[src/rtl/opb_regbank_pkg.sv]
// Shared types, constants and helpers for the OPB register bank.
package opb_regbank_pkg;

    typedef enum logic [1:0] {
        IDLE = 2'd0,
        ACK  = 2'd1,
        HOLD = 2'd2
    } slave_state_t;

    localparam int CTRL_COMMIT_BIT = 0;
    localparam int MAX_REGS        = 16;
    localparam int COUNTER_W       = 16;
    localparam int IDX_W           = $clog2(MAX_REGS);

    // be[b] selects bits [8b+7:8b] of the numeric word (bus byte lane 3-b).
    function automatic logic [31:0] byte_merge(
        input logic [31:0] old_word,
        input logic [31:0] new_word,
        input logic [3:0]  be
    );
        logic [31:0] merged;
        merged = old_word;
        for (int b = 0; b < 4; b++) begin
            if (be[b]) begin
                merged[8*b +: 8] = new_word[8*b +: 8];
            end else begin
                merged[8*b +: 8] = old_word[8*b +: 8];
            end
        end
        return merged;
    endfunction

endpackage

[src/rtl/opb_regbank_slave_if.sv]
// OPB slave front end: address decode, IDLE/ACK/HOLD handshake and the
// registered read-data lane that is only non-zero while acknowledging.
module opb_regbank_slave_if
    import opb_regbank_pkg::*;
#(
    parameter logic [31:0] BASEADDR = 32'h01003200,
    parameter logic [31:0] HIGHADDR = 32'h010032FF,
    parameter int          NUM_REGS = 8
) (
    input  logic             clk,
    input  logic             rst_n,
    input  logic [31:0]      addr,
    input  logic             rnw,
    input  logic             select,
    input  logic [31:0]      rd_word,
    output logic [IDX_W-1:0] reg_idx,
    output logic             is_ctrl,
    output logic             wr_en,
    output logic             rd_en,
    output logic [31:0]      sl_dbus,
    output logic             sl_xfer_ack
);

    slave_state_t     state_r;
    logic             ack_r;
    logic [31:0]      dbus_r;
    logic             rnw_r;
    logic [IDX_W-1:0] idx_r;
    logic             data_r;
    logic             ctrl_r;

    logic             hit_s;
    logic [31:0]      offset_s;
    logic [29:0]      word_s;
    logic             dec_data_s;
    logic             dec_ctrl_s;
    logic             unused_low_s;

    assign hit_s        = select && (addr >= BASEADDR) && (addr <= HIGHADDR);
    assign offset_s     = addr - BASEADDR;
    assign word_s       = offset_s[31:2];
    assign unused_low_s = ^offset_s[1:0];
    assign dec_data_s   = (word_s < 30'(NUM_REGS));
    assign dec_ctrl_s   = (word_s == 30'(NUM_REGS));

    // Live decode feeds the read mux in IDLE; the latched decode steers the write in ACK.
    always_comb begin
        reg_idx = idx_r;
        is_ctrl = ctrl_r;
        if (state_r == IDLE) begin
            reg_idx = word_s[IDX_W-1:0];
            is_ctrl = dec_ctrl_s;
        end else begin
            reg_idx = idx_r;
            is_ctrl = ctrl_r;
        end
    end

    // Transfer handshake FSM with registered ack and read data.
    always_ff @(posedge clk or negedge rst_n) begin
        if (!rst_n) begin
            state_r <= IDLE;
            ack_r   <= 1'b0;
            dbus_r  <= 32'h0000_0000;
            rnw_r   <= 1'b0;
            idx_r   <= '0;
            data_r  <= 1'b0;
            ctrl_r  <= 1'b0;
        end else begin
            case (state_r)
                IDLE: begin
                    if (hit_s) begin
                        state_r <= ACK;
                        ack_r   <= 1'b1;
                        rnw_r   <= rnw;
                        idx_r   <= word_s[IDX_W-1:0];
                        data_r  <= dec_data_s;
                        ctrl_r  <= dec_ctrl_s;
                        dbus_r  <= (rnw && (dec_data_s || dec_ctrl_s)) ? rd_word : 32'h0000_0000;
                    end else begin
                        ack_r  <= 1'b0;
                        dbus_r <= 32'h0000_0000;
                    end
                end
                ACK: begin
                    state_r <= HOLD;
                    ack_r   <= 1'b0;
                    dbus_r  <= 32'h0000_0000;
                end
                HOLD: begin
                    state_r <= IDLE;
                    ack_r   <= 1'b0;
                    dbus_r  <= 32'h0000_0000;
                end
                default: begin
                    state_r <= IDLE;
                    ack_r   <= 1'b0;
                    dbus_r  <= 32'h0000_0000;
                end
            endcase
        end
    end

    assign wr_en       = (state_r == ACK) && !rnw_r && (data_r || ctrl_r);
    assign rd_en       = (state_r == ACK) && rnw_r;
    assign sl_dbus     = dbus_r;
    assign sl_xfer_ack = ack_r;

endmodule

[src/rtl/opb_register_bank_ppc2simulink.sv]
// Bank of software-writable 32-bit registers with shadow/commit semantics.
// Optional macro OPB_REGBANK_READBACK_USER_EN: data reads return committed words.
module opb_register_bank_ppc2simulink
    import opb_regbank_pkg::*;
#(
    parameter logic [31:0] C_BASEADDR    = 32'h01003200,
    parameter logic [31:0] C_HIGHADDR    = 32'h010032FF,
    parameter int          C_OPB_AWIDTH  = 32,
    parameter int          C_OPB_DWIDTH  = 32,
    parameter int          C_NUM_REGS    = 8,
    parameter int          C_AUTO_COMMIT = 0,
    parameter logic [31:0] C_RESET_VALUE = 32'h00000000
) (
    input  logic                       OPB_Clk,
    input  logic                       OPB_Rst_n,
    input  logic [0:C_OPB_AWIDTH-1]    OPB_ABus,
    input  logic [0:3]                 OPB_BE,
    input  logic [0:C_OPB_DWIDTH-1]    OPB_DBus,
    input  logic                       OPB_RNW,
    input  logic                       OPB_select,
    input  logic                       OPB_seqAddr,
    output logic [0:C_OPB_DWIDTH-1]    Sl_DBus,
    output logic                       Sl_xferAck,
    output logic                       Sl_errAck,
    output logic                       Sl_retry,
    output logic                       Sl_toutSup,
    output logic [32*C_NUM_REGS-1:0]   user_data_out,
    output logic                       user_load,
    output logic [C_NUM_REGS-1:0]      user_load_mask
);

    localparam logic AUTO_COMMIT = (C_AUTO_COMMIT != 0);

    logic [31:0]             addr_s;
    logic [31:0]             wdata_s;
    logic [3:0]              be_s;
    logic [31:0]             rd_word_s;
    logic [31:0]             sl_dbus_s;
    logic [IDX_W-1:0]        reg_idx_s;
    logic                    is_ctrl_s;
    logic                    wr_en_s;
    logic                    rd_en_s;
    logic                    data_wr_s;
    logic                    commit_s;
    logic [C_NUM_REGS-1:0]   onehot_s;
    logic [C_NUM_REGS-1:0]   pending_nxt_s;
    logic [C_NUM_REGS-1:0]   mask_nxt_s;
    logic [31:0]             shadow_nxt_s [C_NUM_REGS];
    logic                    unused_s;

    logic [31:0]             shadow_r [C_NUM_REGS];
    logic [32*C_NUM_REGS-1:0] user_data_r;
    logic [C_NUM_REGS-1:0]   pending_r;
    logic [C_NUM_REGS-1:0]   mask_r;
    logic                    load_r;
    logic [COUNTER_W-1:0]    count_r;

    // The bus is MSB-first, so bit 0 of each vector becomes the numeric MSB here.
    assign addr_s   = OPB_ABus;
    assign wdata_s  = OPB_DBus;
    assign be_s     = OPB_BE;
    assign unused_s = OPB_seqAddr ^ rd_en_s;

    opb_regbank_slave_if #(
        .BASEADDR (C_BASEADDR),
        .HIGHADDR (C_HIGHADDR),
        .NUM_REGS (C_NUM_REGS)
    ) u_slave_if (
        .clk         (OPB_Clk),
        .rst_n       (OPB_Rst_n),
        .addr        (addr_s),
        .rnw         (OPB_RNW),
        .select      (OPB_select),
        .rd_word     (rd_word_s),
        .reg_idx     (reg_idx_s),
        .is_ctrl     (is_ctrl_s),
        .wr_en       (wr_en_s),
        .rd_en       (rd_en_s),
        .sl_dbus     (sl_dbus_s),
        .sl_xfer_ack (Sl_xferAck)
    );

    // One-hot select of the addressed data register.
    always_comb begin
        onehot_s = '0;
        for (int i = 0; i < C_NUM_REGS; i++) begin
            onehot_s[i] = (reg_idx_s == IDX_W'(i));
        end
    end

    assign data_wr_s = wr_en_s && !is_ctrl_s;
    assign commit_s  = (wr_en_s && is_ctrl_s && be_s[0] && wdata_s[CTRL_COMMIT_BIT])
                     || (data_wr_s && AUTO_COMMIT);

    // Shadow contents after this cycle's write; a commit publishes this view.
    always_comb begin
        for (int i = 0; i < C_NUM_REGS; i++) begin
            if (data_wr_s && onehot_s[i]) begin
                shadow_nxt_s[i] = byte_merge(shadow_r[i], wdata_s, be_s);
            end else begin
                shadow_nxt_s[i] = shadow_r[i];
            end
        end
    end

    // Pending-mask update and the mask reported with the next load strobe.
    always_comb begin
        pending_nxt_s = pending_r;
        mask_nxt_s    = pending_r;
        if (commit_s) begin
            pending_nxt_s = '0;
        end else if (data_wr_s) begin
            pending_nxt_s = pending_r | onehot_s;
        end else begin
            pending_nxt_s = pending_r;
        end
        if (data_wr_s && AUTO_COMMIT) begin
            mask_nxt_s = onehot_s;
        end else begin
            mask_nxt_s = pending_r;
        end
    end

    // Shadow, pending and committed-output state.
    always_ff @(posedge OPB_Clk or negedge OPB_Rst_n) begin
        if (!OPB_Rst_n) begin
            for (int i = 0; i < C_NUM_REGS; i++) begin
                shadow_r[i] <= C_RESET_VALUE;
            end
            user_data_r <= {C_NUM_REGS{C_RESET_VALUE}};
            pending_r   <= '0;
            mask_r      <= '0;
            load_r      <= 1'b0;
            count_r     <= '0;
        end else begin
            for (int i = 0; i < C_NUM_REGS; i++) begin
                shadow_r[i] <= shadow_nxt_s[i];
            end
            pending_r <= pending_nxt_s;
            load_r    <= commit_s;
            if (commit_s) begin
                for (int i = 0; i < C_NUM_REGS; i++) begin
                    user_data_r[32*i +: 32] <= shadow_nxt_s[i];
                end
                mask_r  <= mask_nxt_s;
                count_r <= count_r + COUNTER_W'(1);
            end
        end
    end

    // Read word: control status, or the addressed data register.
    always_comb begin
        rd_word_s = 32'h0000_0000;
        if (is_ctrl_s) begin
            rd_word_s[COUNTER_W-1:0]           = count_r;
            rd_word_s[COUNTER_W +: C_NUM_REGS] = pending_r;
        end else begin
            for (int i = 0; i < C_NUM_REGS; i++) begin
                if (onehot_s[i]) begin
`ifdef OPB_REGBANK_READBACK_USER_EN
                    rd_word_s = user_data_r[32*i +: 32];
`else
                    rd_word_s = shadow_r[i];
`endif
                end
            end
        end
    end

    assign Sl_DBus        = sl_dbus_s;
    assign Sl_errAck      = 1'b0;
    assign Sl_retry       = 1'b0;
    assign Sl_toutSup     = 1'b0;
    assign user_data_out  = user_data_r;
    assign user_load      = load_r;
    assign user_load_mask = mask_r;

endmodule

[config.mk]
export PLATFORM = sky130hd
export DESIGN_NAME = opb_register_bank_ppc2simulink
export DESIGN_NICKNAME = d
export VERILOG_FILES = /design/src/rtl/opb_regbank_pkg.sv /design/src/rtl/opb_regbank_slave_if.sv /design/src/rtl/opb_register_bank_ppc2simulink.sv
export SDC_FILE = /design/constraint.sdc
export NUM_CORES = 1
export LEC_CHECK = 0
export ABC_AREA = 1
export BUFFER_PORTS_ARGS = -buffer_cell sky130_fd_sc_hd__buf_2
export CORE_UTILIZATION = 40
export CTS_CLUSTER_DIAMETER = 150
export DETAILED_ROUTE_END_ITERATION = 16
export GPL_TIMING_DRIVEN = 0
export PLACE_DENSITY = 0.61
export SLEW_MARGIN = 40
export SYNTH_ARGS = -nofsm -noshare
export SYNTH_HDL_FRONTEND = slang
export SYNTH_SLANG_ARGS = --single-unit
[constraint.sdc]
create_clock -name OPB_Clk -period 6.8 [get_ports OPB_Clk]
set_input_delay 1.36 -clock OPB_Clk [delete_from_list [all_inputs] [get_ports OPB_Clk]]
set_output_delay 1.36 -clock OPB_Clk [all_outputs]
set_load 0.1 [all_outputs]
======== After elaboration in Yosys (flattened, before gate mapping) ========
Cells that the tools add are included.
storage, ports and cells
  word-level logic and storage cells ...... 122
  memory bits (writable) .................. 0
  memories ................................ 0
  register bits ........................... 587
  output and inout port bits .............. 301
  bits in latches ......................... 0
  bits in read-only memories .............. 0
operators by class
  add/subtract/negate cells ............... 2
  $mul .................................... 0
  bitwise gates (word level) .............. 1
  order comparisons ....................... 3
  mux-type cells .......................... 61
  shift operators ......................... 0
  divide/modulo/power cells ............... 0
  reductions and logical operators ........ 25
  eq/ne operators ......................... 10
operators by type and width
  cell                    count
  $mux 32                 19
  $mux 8                  35
  $ge 32x25->1 const B    1
  $le 32x25->1 const B    1
  $sub 32x25->32 const B  1
  $eq 30x4->1 const B     1
  $lt 30x4->1 const B     1
  $mux 24                 1
  $logic_and 1x1->1       17
  $add 16x1->16 const B   1
  $eq 4x3->1 const B      4
  $eq 4x2->1 const B      2
  $or 8x8->8              1
  $eq 4x1->1 const B      1
  $logic_not 4->1         1
  $mux 4                  1
  $pmux 2 s2              1
  $mux 1                  3
  $eq 2x1->1 const B      1
  $logic_not 1->1         2
  $logic_not 2->1         1
  $logic_or 1x1->1        2
  $mux 2                  1
  $ne 2x1->1 const B      1
  other kinds (2)         2

======== Longest topological paths before layout ========
Gate-level depths: netlist of run 1.
  depth after elaboration ................. 15
  mapped depth ............................ 22
  gate-level depth less buffers ........... 19

======== Hierarchy ========
From an unflattened synthesis of run 1, not the netlist that was laid out.
unflattened totals
  cell total of the unflattened synthesis .. 3058
  area total of the unflattened synthesis .. 25710.9 sq um
by module, submodules not included
  module                          area an instance (sq um)  seq. area each (sq um)  times used  cells each
  opb_register_bank_ppc2simulink  22893.2                   13638.1                 1           2646
  opb_regbank_slave_if            2817.7                    1051.0                  1           412

======== Worst setup path before layout of run 1 ========
No wires, ideal clock.
  path type ............................... input to register
  start point ............................. in OPB_ABus[22] (netlist bit)
  end point ............................... reg user_data_r[32], in the netlist user_data_out[32]
  path buffers ............................ 4
  cell stages on the path ................. 22
  setup slack ............................. 3.369 ns
  data arrival time ....................... 3.312 ns
  path through ............................ inv_1 ha_1 nand2_2 nand2_4 nand2_1 nand2_1 nor2_1 nand2_1 nor2_1 nand2_2 nor2_2 nand3_1 nand2_1 nand2_1 buf_6 buf_6 buf_6 buf_6 nand4_2 nand2_2 nand2_1 nand2_1
RTL lines
  item                            RTL line                               RTL
  start: declaration              opb_register_bank_ppc2simulink.sv:16   input logic [0:C_OPB_AWIDTH-1] OPB_ABus,
  end signal: assignment          opb_register_bank_ppc2simulink.sv:130  user_data_r <= {C_NUM_REGS{C_RESET_VALUE}};
  end signal: indexed assignment  opb_register_bank_ppc2simulink.sv:143  user_data_r[32*i +: 32] <= shadow_nxt_s[i];
  end: declaration                opb_register_bank_ppc2simulink.sv:52   logic [32*C_NUM_REGS-1:0] user_data_r;

======== Worst setup path in the final report of run 1 ========
  start point ............................. in OPB_ABus[22] (netlist bit)
  end point ............................... reg u_slave_if.dbus_r[16], in the netlist u_slave_if.sl_dbus[16]
on the way
  word-level cells in the longest chain between the ends .. 7
ends and longest elaborated chain
  item                                          RTL line                                                           RTL
  $sub 32x25->32                                opb_regbank_slave_if.sv:40                                         assign offset_s = addr - BASEADDR;
  $lt 30x4->1 or $eq 30x4->1 (tied branches)    opb_regbank_slave_if.sv:43, opb_regbank_slave_if.sv:44
  $logic_or 1x1->1 or $mux 1 (tied branches)    opb_regbank_slave_if.sv:79, opb_regbank_slave_if.sv:50
  $logic_and 1x1->1 or $mux 24 (tied branches)  opb_regbank_slave_if.sv:79, opb_register_bank_ppc2simulink.sv:154
  $mux 32                                       opb_regbank_slave_if.sv:79                                         dbus_r <= (rnw && (dec_data_s || dec_ctrl_s)) ? rd_word : 32'h0000_0000;
  $mux 32 *                                     opb_regbank_slave_if.sv:72                                         if (hit_s) begin
  $mux 32 *                                     opb_regbank_slave_if.sv:70                                         case (state_r)
  end signal: assignment                        opb_regbank_slave_if.sv:79
  end: declaration                              opb_regbank_slave_if.sv:26                                         logic [31:0] dbus_r;
Every way passes the cells marked *; elsewhere a longest branch is shown, timed or not.
A chain may end at the register's enable or synchronous reset.

==> flow_metrics.env, run 1 <==
export IMPL_status="complete, no violations"
export IMPL_vias_per_cell=5.365
export IMPL_antenna_found_initial=6
export IMPL_finClkSkew_ns=0.02777
export IMPL_synth_edf_count=0
export IMPL_power_density_nw_per_um2=221.5
export IMPL_synth_async_sr_flop_share_pct=100.0
export IMPL_grt_ovfl_total=0
export IMPL_track_usage_pct=32.18
export IMPL_wire_per_inst_um=23.32
export IMPL_grt_max_degree=96
export IMPL_dr_first_iter_drc_count=3408
export IMPL_synth_largest_area_cell="dfrtp_1"
export IMPL_report_final_slew_viol_count=0
export IMPL_ys_warn_count=0
export IMPL_layout_min_cycle_time_ns=4.404
export IMPL_p_leak_nw=19.19
export IMPL_postSynthCellCount=3660
export IMPL_max_freq_mhz=227.1
export IMPL_clk_pin_slew_ns=0.06
export IMPL_synthFlopType="dfrtp_1"
export IMPL_drive_above_1_share_pct=18.65
export IMPL_grt_setup_unrepaired="false"
export IMPL_stdcell_count=5097
export IMPL_port_buffers=365
export IMPL_crit_slowest_cell="nor3_1"
export IMPL_cts_root_buf="clkbuf_16"
export IMPL_setup_viol_count_final=0
export IMPL_r2r_slack_ns=2.72
export IMPL_worstSetupPathType="input pin to register"
export IMPL_tightest_slew_ns=0.9804
export IMPL_seq_area_frac_synth_pct=51.04
export IMPL_synth_ff_latch_count=587
export IMPL_hold_viol_final=0
export IMPL_cts_made_buffers=66
export IMPL_synth_most_common_cell="nand2_1"
export IMPL_worstHoldPathType="register to register"
export IMPL_grt_pass1_wl_mm=173.3
export IMPL_drc_errors=0
export IMPL_drv_cap=0
export IMPL_cts_max_level=3
export IMPL_dp_hpwl_mm=88.38
export IMPL_dp_cells=4973
export IMPL_cts_sinks=587
export IMPL_postCtsResizedCells=0
export IMPL_cp_end_kind="register"
export IMPL_nNetsFinal=4177
export IMPL_reg2reg_from="u_slave_if.state_r[1]"
export IMPL_holdPathStages=1
export IMPL_rows=97
export IMPL_rr_worst_depth=14
export IMPL_cp_data_required_time_ns=7.25
export IMPL_dieArea_sq_um=73030
export IMPL_cts_max_path_buffers=3
export IMPL_synth_area_sq_um=28780
export IMPL_r2r_end="u_slave_if.sl_dbus[10]"
export IMPL_firstDrtPassIters=6
export IMPL_pin_count=374
export IMPL_min_to="u_slave_if.state_r[1]"
export IMPL_synth_common_cells="nand2_1, dfrtp_1, inv_1"
export IMPL_min_period_over_period_pct=64.77
export IMPL_power_mw=7.586
export IMPL_critPathMaxStageDelay_ns=0.77
export IMPL_netlist_cell_type_count=41
export IMPL_crit_path_start_kind="input pin"
export IMPL_grt_pass1_vias=25940
export IMPL_gp_routability_congestion=1.012
export IMPL_start_util_pct=40.75
export IMPL_finalWirelength_mm=118.9
export IMPL_core_area_sq_um=70640
export IMPL_avgSynthCellArea_sq_um=7.864
export IMPL_vias=27350
export IMPL_crit_fanout=10
export IMPL_cp_data_arrival_time_ns=4.85
export IMPL_die_y_um=270.2
export IMPL_ys_top_cells_by_area="dfrtp_1, nand2_1, o21ai_0, nand4_1, inv_1"
export IMPL_whs_ns=0.4429
export IMPL_crit_top_cell="nand2_1"
export IMPL_netlist_area_leader_share_pct=51.04
export IMPL_ir_worst_vdd_uv=135.4
export IMPL_hold_buffers=0
export IMPL_cts_tree="built"
export IMPL_cp_cell_sequence="buf_2, inv_1, ha_1, nand2_2, a21oi_1, nand2_1, nand2_1, nand2_1, nand2_1, nand2_1, nand2_1, nor2_1, nand3_1, nand2_1, nand2_1, buf_6, buf_6, buf_6, buf_6, o21ai_1, nor3_1, nor2_1"
export IMPL_hp_start="u_slave_if.state_r[1]"
export IMPL_die_w_um=270.2
export IMPL_fin_tns_setup_ns=0
export IMPL_cts_setup_buffers=0
export IMPL_syn_to_final_growth_pct=18.98
export IMPL_slew_headroom_pct=34.48
export IMPL_ant_nets=0
export IMPL_clkLatencyLatePin_ns=0.62
-- cells by family after synthesis --
logic type               share of synthesized area [%]
buffers and inverters                            8.238
AO/OA/AOI/OAI                                    8.160
adder cells (fa/ha/maj)                         0.1304
XOR/XNOR                                        0.5478
flip-flops                                       51.04
AND/OR/NAND/NOR                                  31.87
other                                          0.01303
-- worst max-delay path by stage --
| stage | start | slack, ns | endpoint |
|---|---|---|---|
| 5_1_grt | OPB_ABus[22] | 2.26 | u_slave_if.sl_dbus[16] |
| 3_3_place_gp | OPB_Rst_n | -8.29 | user_data_out[112] |
| 6_report | OPB_ABus[22] | 2.40 | u_slave_if.sl_dbus[16] |
| 4_1_cts | OPB_ABus[22] | 2.57 | u_slave_if.sl_dbus[16] |
| 2_1_floorplan | OPB_ABus[22] | 3.37 | user_data_out[32] |
| 3_5_place_dp | OPB_ABus[22] | 1.94 | u_slave_if.sl_dbus[16] |
-- sequential cells by signal (all words and copies together) (netlist names) --
register / flops
count_r: 16
mask_nxt_s: 8
shadow_r: 256
u_slave_if.ctrl_r: 1
u_slave_if.data_r: 1
u_slave_if.idx_r: 4
u_slave_if.rnw_r: 1
u_slave_if.sl_dbus: 32
u_slave_if.sl_xfer_ack: 1
u_slave_if.state_r: 2
user_data_out: 256
user_load: 1
user_load_mask: 8
-- cells in the final DEF (no fill, tap or decap), types with 77 or more instances in the layout --
cell | Yosys | routed
buf_2 | 85 | 449
clkbuf_1 | 101 | 106
dfrtp_1 | 587 | 587
inv_1 | 319 | 319
nand2_1 | 1485 | 1477
nand2_2 | 71 | 79
nand4_1 | 202 | 202
nand4_2 | 77 | 77
nor2_1 | 98 | 98
o21ai_0 | 315 | 315
-- area by class of cell --
cell class / count / area (sq um)
Antenna cell: 6 / 15.01
Timing Repair Buffer: 371 / 2007
Tap cell: 940 / 1176
Buffer: 235 / 1104
Inverter: 339 / 1272
Fill cell: 7110 / 36390
Sequential cell: 587 / 14690
Clock inverter: 26 / 279.0
Clock buffer: 92 / 1953
Multi-Input combinational cell: 2501 / 11750
-- where the power goes --
part / internal, mW / switching [mW]
Sequential: 3.49 / 0.000000205
Clock: 2.20 / 1.53
Combinational: 0.0674 / 0.299
-- per-stage QoR --
stage	setup slack (ns)	area, sq um	utilization (%)
after floorplan	3.369	28790	-
after global placement	-8.286	31790	45.01
after global routing	2.258	34230	48.46
final	2.396	34240	48.48
after CTS	2.574	34220	48.45
after detailed placement	1.945	31990	45.29
-- critical path: cells and delay by family --
kind                       cells  cell delay, ns
AOI/OAI and AO/OA              2            0.31
adders and majority gates      1            0.22
buffers and inverters          6            1.05
and+or+nand+nor               13            1.90
-- routing by layer --
layer  track usage [%]  routed length [um]  vias to the layer above
li1                  -                   -                    12640
met1             46.38               50630                    13120
met2             45.72               49960                     1362
met3             7.255               12810                      222
met4             14.73                5435                        4
met5                 0                  28                        -
Power figures use the tool's default switching activity.
==> run 2, diff against run 1 <==
==> constraint.sdc (replaced) <==
create_clock -name OPB_Clk -period 4.1 [get_ports OPB_Clk]
set_input_delay 0.82 -clock OPB_Clk [delete_from_list [all_inputs] [get_ports OPB_Clk]]
set_output_delay 0.82 -clock OPB_Clk [all_outputs]
set_load 0.1 [all_outputs]
==> run 2 against run 1 <==
Effect of this change: clock-buffer cell count unchanged; clock power up 66%; die area unchanged; largest cell class unchanged; sequential power increased by 66%; worst setup slack lost 2.4 ns; first-iteration DRC count is 0.62% higher; critical path type is now register to register; worst hold slack got worse by 0.30 ns.
==> flow_metrics.env, run 2 (same netlist as run 1, synthesis figures left out) <==
export IMPL_drive_above_1_share_pct=18.65
export IMPL_dr_first_iter_drc_count=3429
export IMPL_cts_tree="built"
export IMPL_critPathTopFamily="compound AO/OA/AOI/OAI gates"
export IMPL_start_util_pct=40.75
export IMPL_gp_routability_congestion=1.012
export IMPL_vias=27510
export IMPL_rows=97
export IMPL_final_cell_mix="nand2_1, dfrtp_1, buf_2, inv_1, o21ai_0"
export IMPL_crit_fanout=10
export IMPL_grt_max_degree=96
export IMPL_switching_share_pct=24.15
export IMPL_grt_pass1_vias=25940
export IMPL_clk_pin_slew_ns=0.06
export IMPL_power_density_nw_per_um2=367.8
export IMPL_crit_top_cell="nor2_1"
export IMPL_cp_end_kind="register"
export IMPL_postCtsResizedCells=0
export IMPL_core_area_sq_um=70640
export IMPL_layout_min_cycle_time_ns=4.086
export IMPL_cts_max_level=3
export IMPL_cts_max_path_buffers=3
export IMPL_dieArea_sq_um=73030
export IMPL_cp_cell_sequence="nor2_1, buf_2, nand2_1, o21ai_0, nor2_1, nand2_1, clkbuf_1, o22ai_1, a21oi_1, nand3_1, o21ai_0, o211ai_2, inv_2, nor2_1"
export IMPL_status="complete, no violations"
export IMPL_whs_ns=0.1456
export IMPL_rr_worst_depth=14
export IMPL_cts_setup_buffers=0
export IMPL_pwr_share_clk_pct=49.2
export IMPL_dp_hpwl_mm=88.38
export IMPL_finClkSkew_ns=0.02689
export IMPL_track_usage_pct=32.18
export IMPL_power_internal_mw=9.555
export IMPL_cts_made_buffers=66
export IMPL_hold_buffers=0
export IMPL_worst_slack_ns=0.01384
export IMPL_pin_count=374
export IMPL_drv_cap=0
export IMPL_hold_viol_final=0
export IMPL_ir_worst_vdd_uv=224.4
export IMPL_crit_path_start_kind="register"
export IMPL_p_leak_nw=19.19
export IMPL_cp_data_required_time_ns=4.58
export IMPL_comb_power_share_pct=4.8
export IMPL_crit_cells=14
export IMPL_setup_viol_count_final=0
export IMPL_cts_sinks=587
export IMPL_cts_root_buf="clkbuf_16"
export IMPL_die_w_um=270.2
export IMPL_dp_cells=4973
export IMPL_grt_ovfl_total=0
export IMPL_stdcell_count=5100
export IMPL_syn_to_final_growth_pct=19.01
export IMPL_tightest_slew_ns=0.9882
export IMPL_die_y_um=270.2
export IMPL_critPathMaxStageDelay_ns=0.78
export IMPL_slew_headroom_pct=33.96
export IMPL_clkLatencyLatePin_ns=0.62
export IMPL_cp_data_arrival_time_ns=4.57
export IMPL_critPathBufInv=3
export IMPL_p_seq_share_pct=46.0
export IMPL_dpl_worst_slack_ns=-0.2150
export IMPL_finalWirelength_mm=119.2
export IMPL_ant_nets=0
export IMPL_antenna_found_initial=6
export IMPL_nNetsFinal=4177
export IMPL_wire_per_inst_um=23.38
export IMPL_worstSetupPathType="register to register"
export IMPL_port_buffers=365
export IMPL_p_switching_mw=3.042
export IMPL_firstDrtPassIters=6
export IMPL_crit_slowest_cell="o21ai_0"
export IMPL_grt_pass1_wl_mm=173.3
export IMPL_max_freq_mhz=244.7
export IMPL_worstHoldPathType="input pin to asynchronous set/reset pin"
export IMPL_min_period_over_period_pct=99.66
export IMPL_vias_per_cell=5.395
export IMPL_grt_setup_unrepaired="false"
export IMPL_report_final_slew_viol_count=0
export IMPL_drc_errors=0
export IMPL_layout_commonest_cell="nand2_1"
run 2: changes by cell type in the layout (fill, tap and decap cells not counted), sizes merged:
cell   before  now
diode       6    9
run 2: final timing paths:
path                                       start                      to  slack [ns]
setup / recovery           u_slave_if.state_r[1]  u_slave_if.sl_dbus[10]        0.01
hold / removal                         OPB_Rst_n   u_slave_if.sl_dbus[9]        0.15
setup reg to reg           u_slave_if.state_r[1]  u_slave_if.sl_dbus[10]        0.01
hold reg to reg            u_slave_if.state_r[1]   u_slave_if.state_r[1]        0.44
max in group asynchronous              OPB_Rst_n           shadow_r[110]        2.66
min in group OPB_Clk       u_slave_if.state_r[1]   u_slave_if.state_r[1]        0.44
run 2: area by class of cell:
class                      instances  area, sq um
inverter                         339         1272
multi-input combinational       2501        11750
buffer                           235         1104
clock buffer                      92         1953
clock inverter                    26        279.0
tap                              940         1176
fill                            7115        36380
timing repair buffer             371         2007
antenna                            9        22.52
sequential                       587        14690
run 2: power groups by stage:
stage	logic (mW)	registers (mW)	clock network [mW]
final	0.609	5.79	6.20
after CTS	0.593	5.79	6.26
after floorplan	0.223	5.90	0
after global placement	0.568	5.90	0
after detailed placement	0.591	5.90	0
after global routing	0.648	5.79	6.49
run 2: through the flow:
stage	TNS, ns	instance area, sq um	power, mW	util [%]
final	0	34250	12.60	48.49
after detailed placement	-0.6319	31990	6.490	45.29
after global placement	-6090.29	31790	6.471	45.01
after CTS	0	34220	12.65	48.45
after floorplan	0	28790	6.124	-
after global routing	0	34230	12.93	48.46
run 2: worst reg2reg max path: cells and delay by family, from the launching register on:
kind                   cells  cell delay (ns)
AOI/OAI and AO/OA          5             1.72
and+or+nand+nor            6             0.97
buffers and inverters      3             0.90
DFF                        1             0.38
run 2: per-layer routing:
layer,GRT usage [%],vias up,wire length (um)
met3,7.255,218,12510
met5,0,-,0
met4,14.72,0,5307
met2,45.74,1460,50260
met1,46.37,13190,51140
li1,-,12650,-
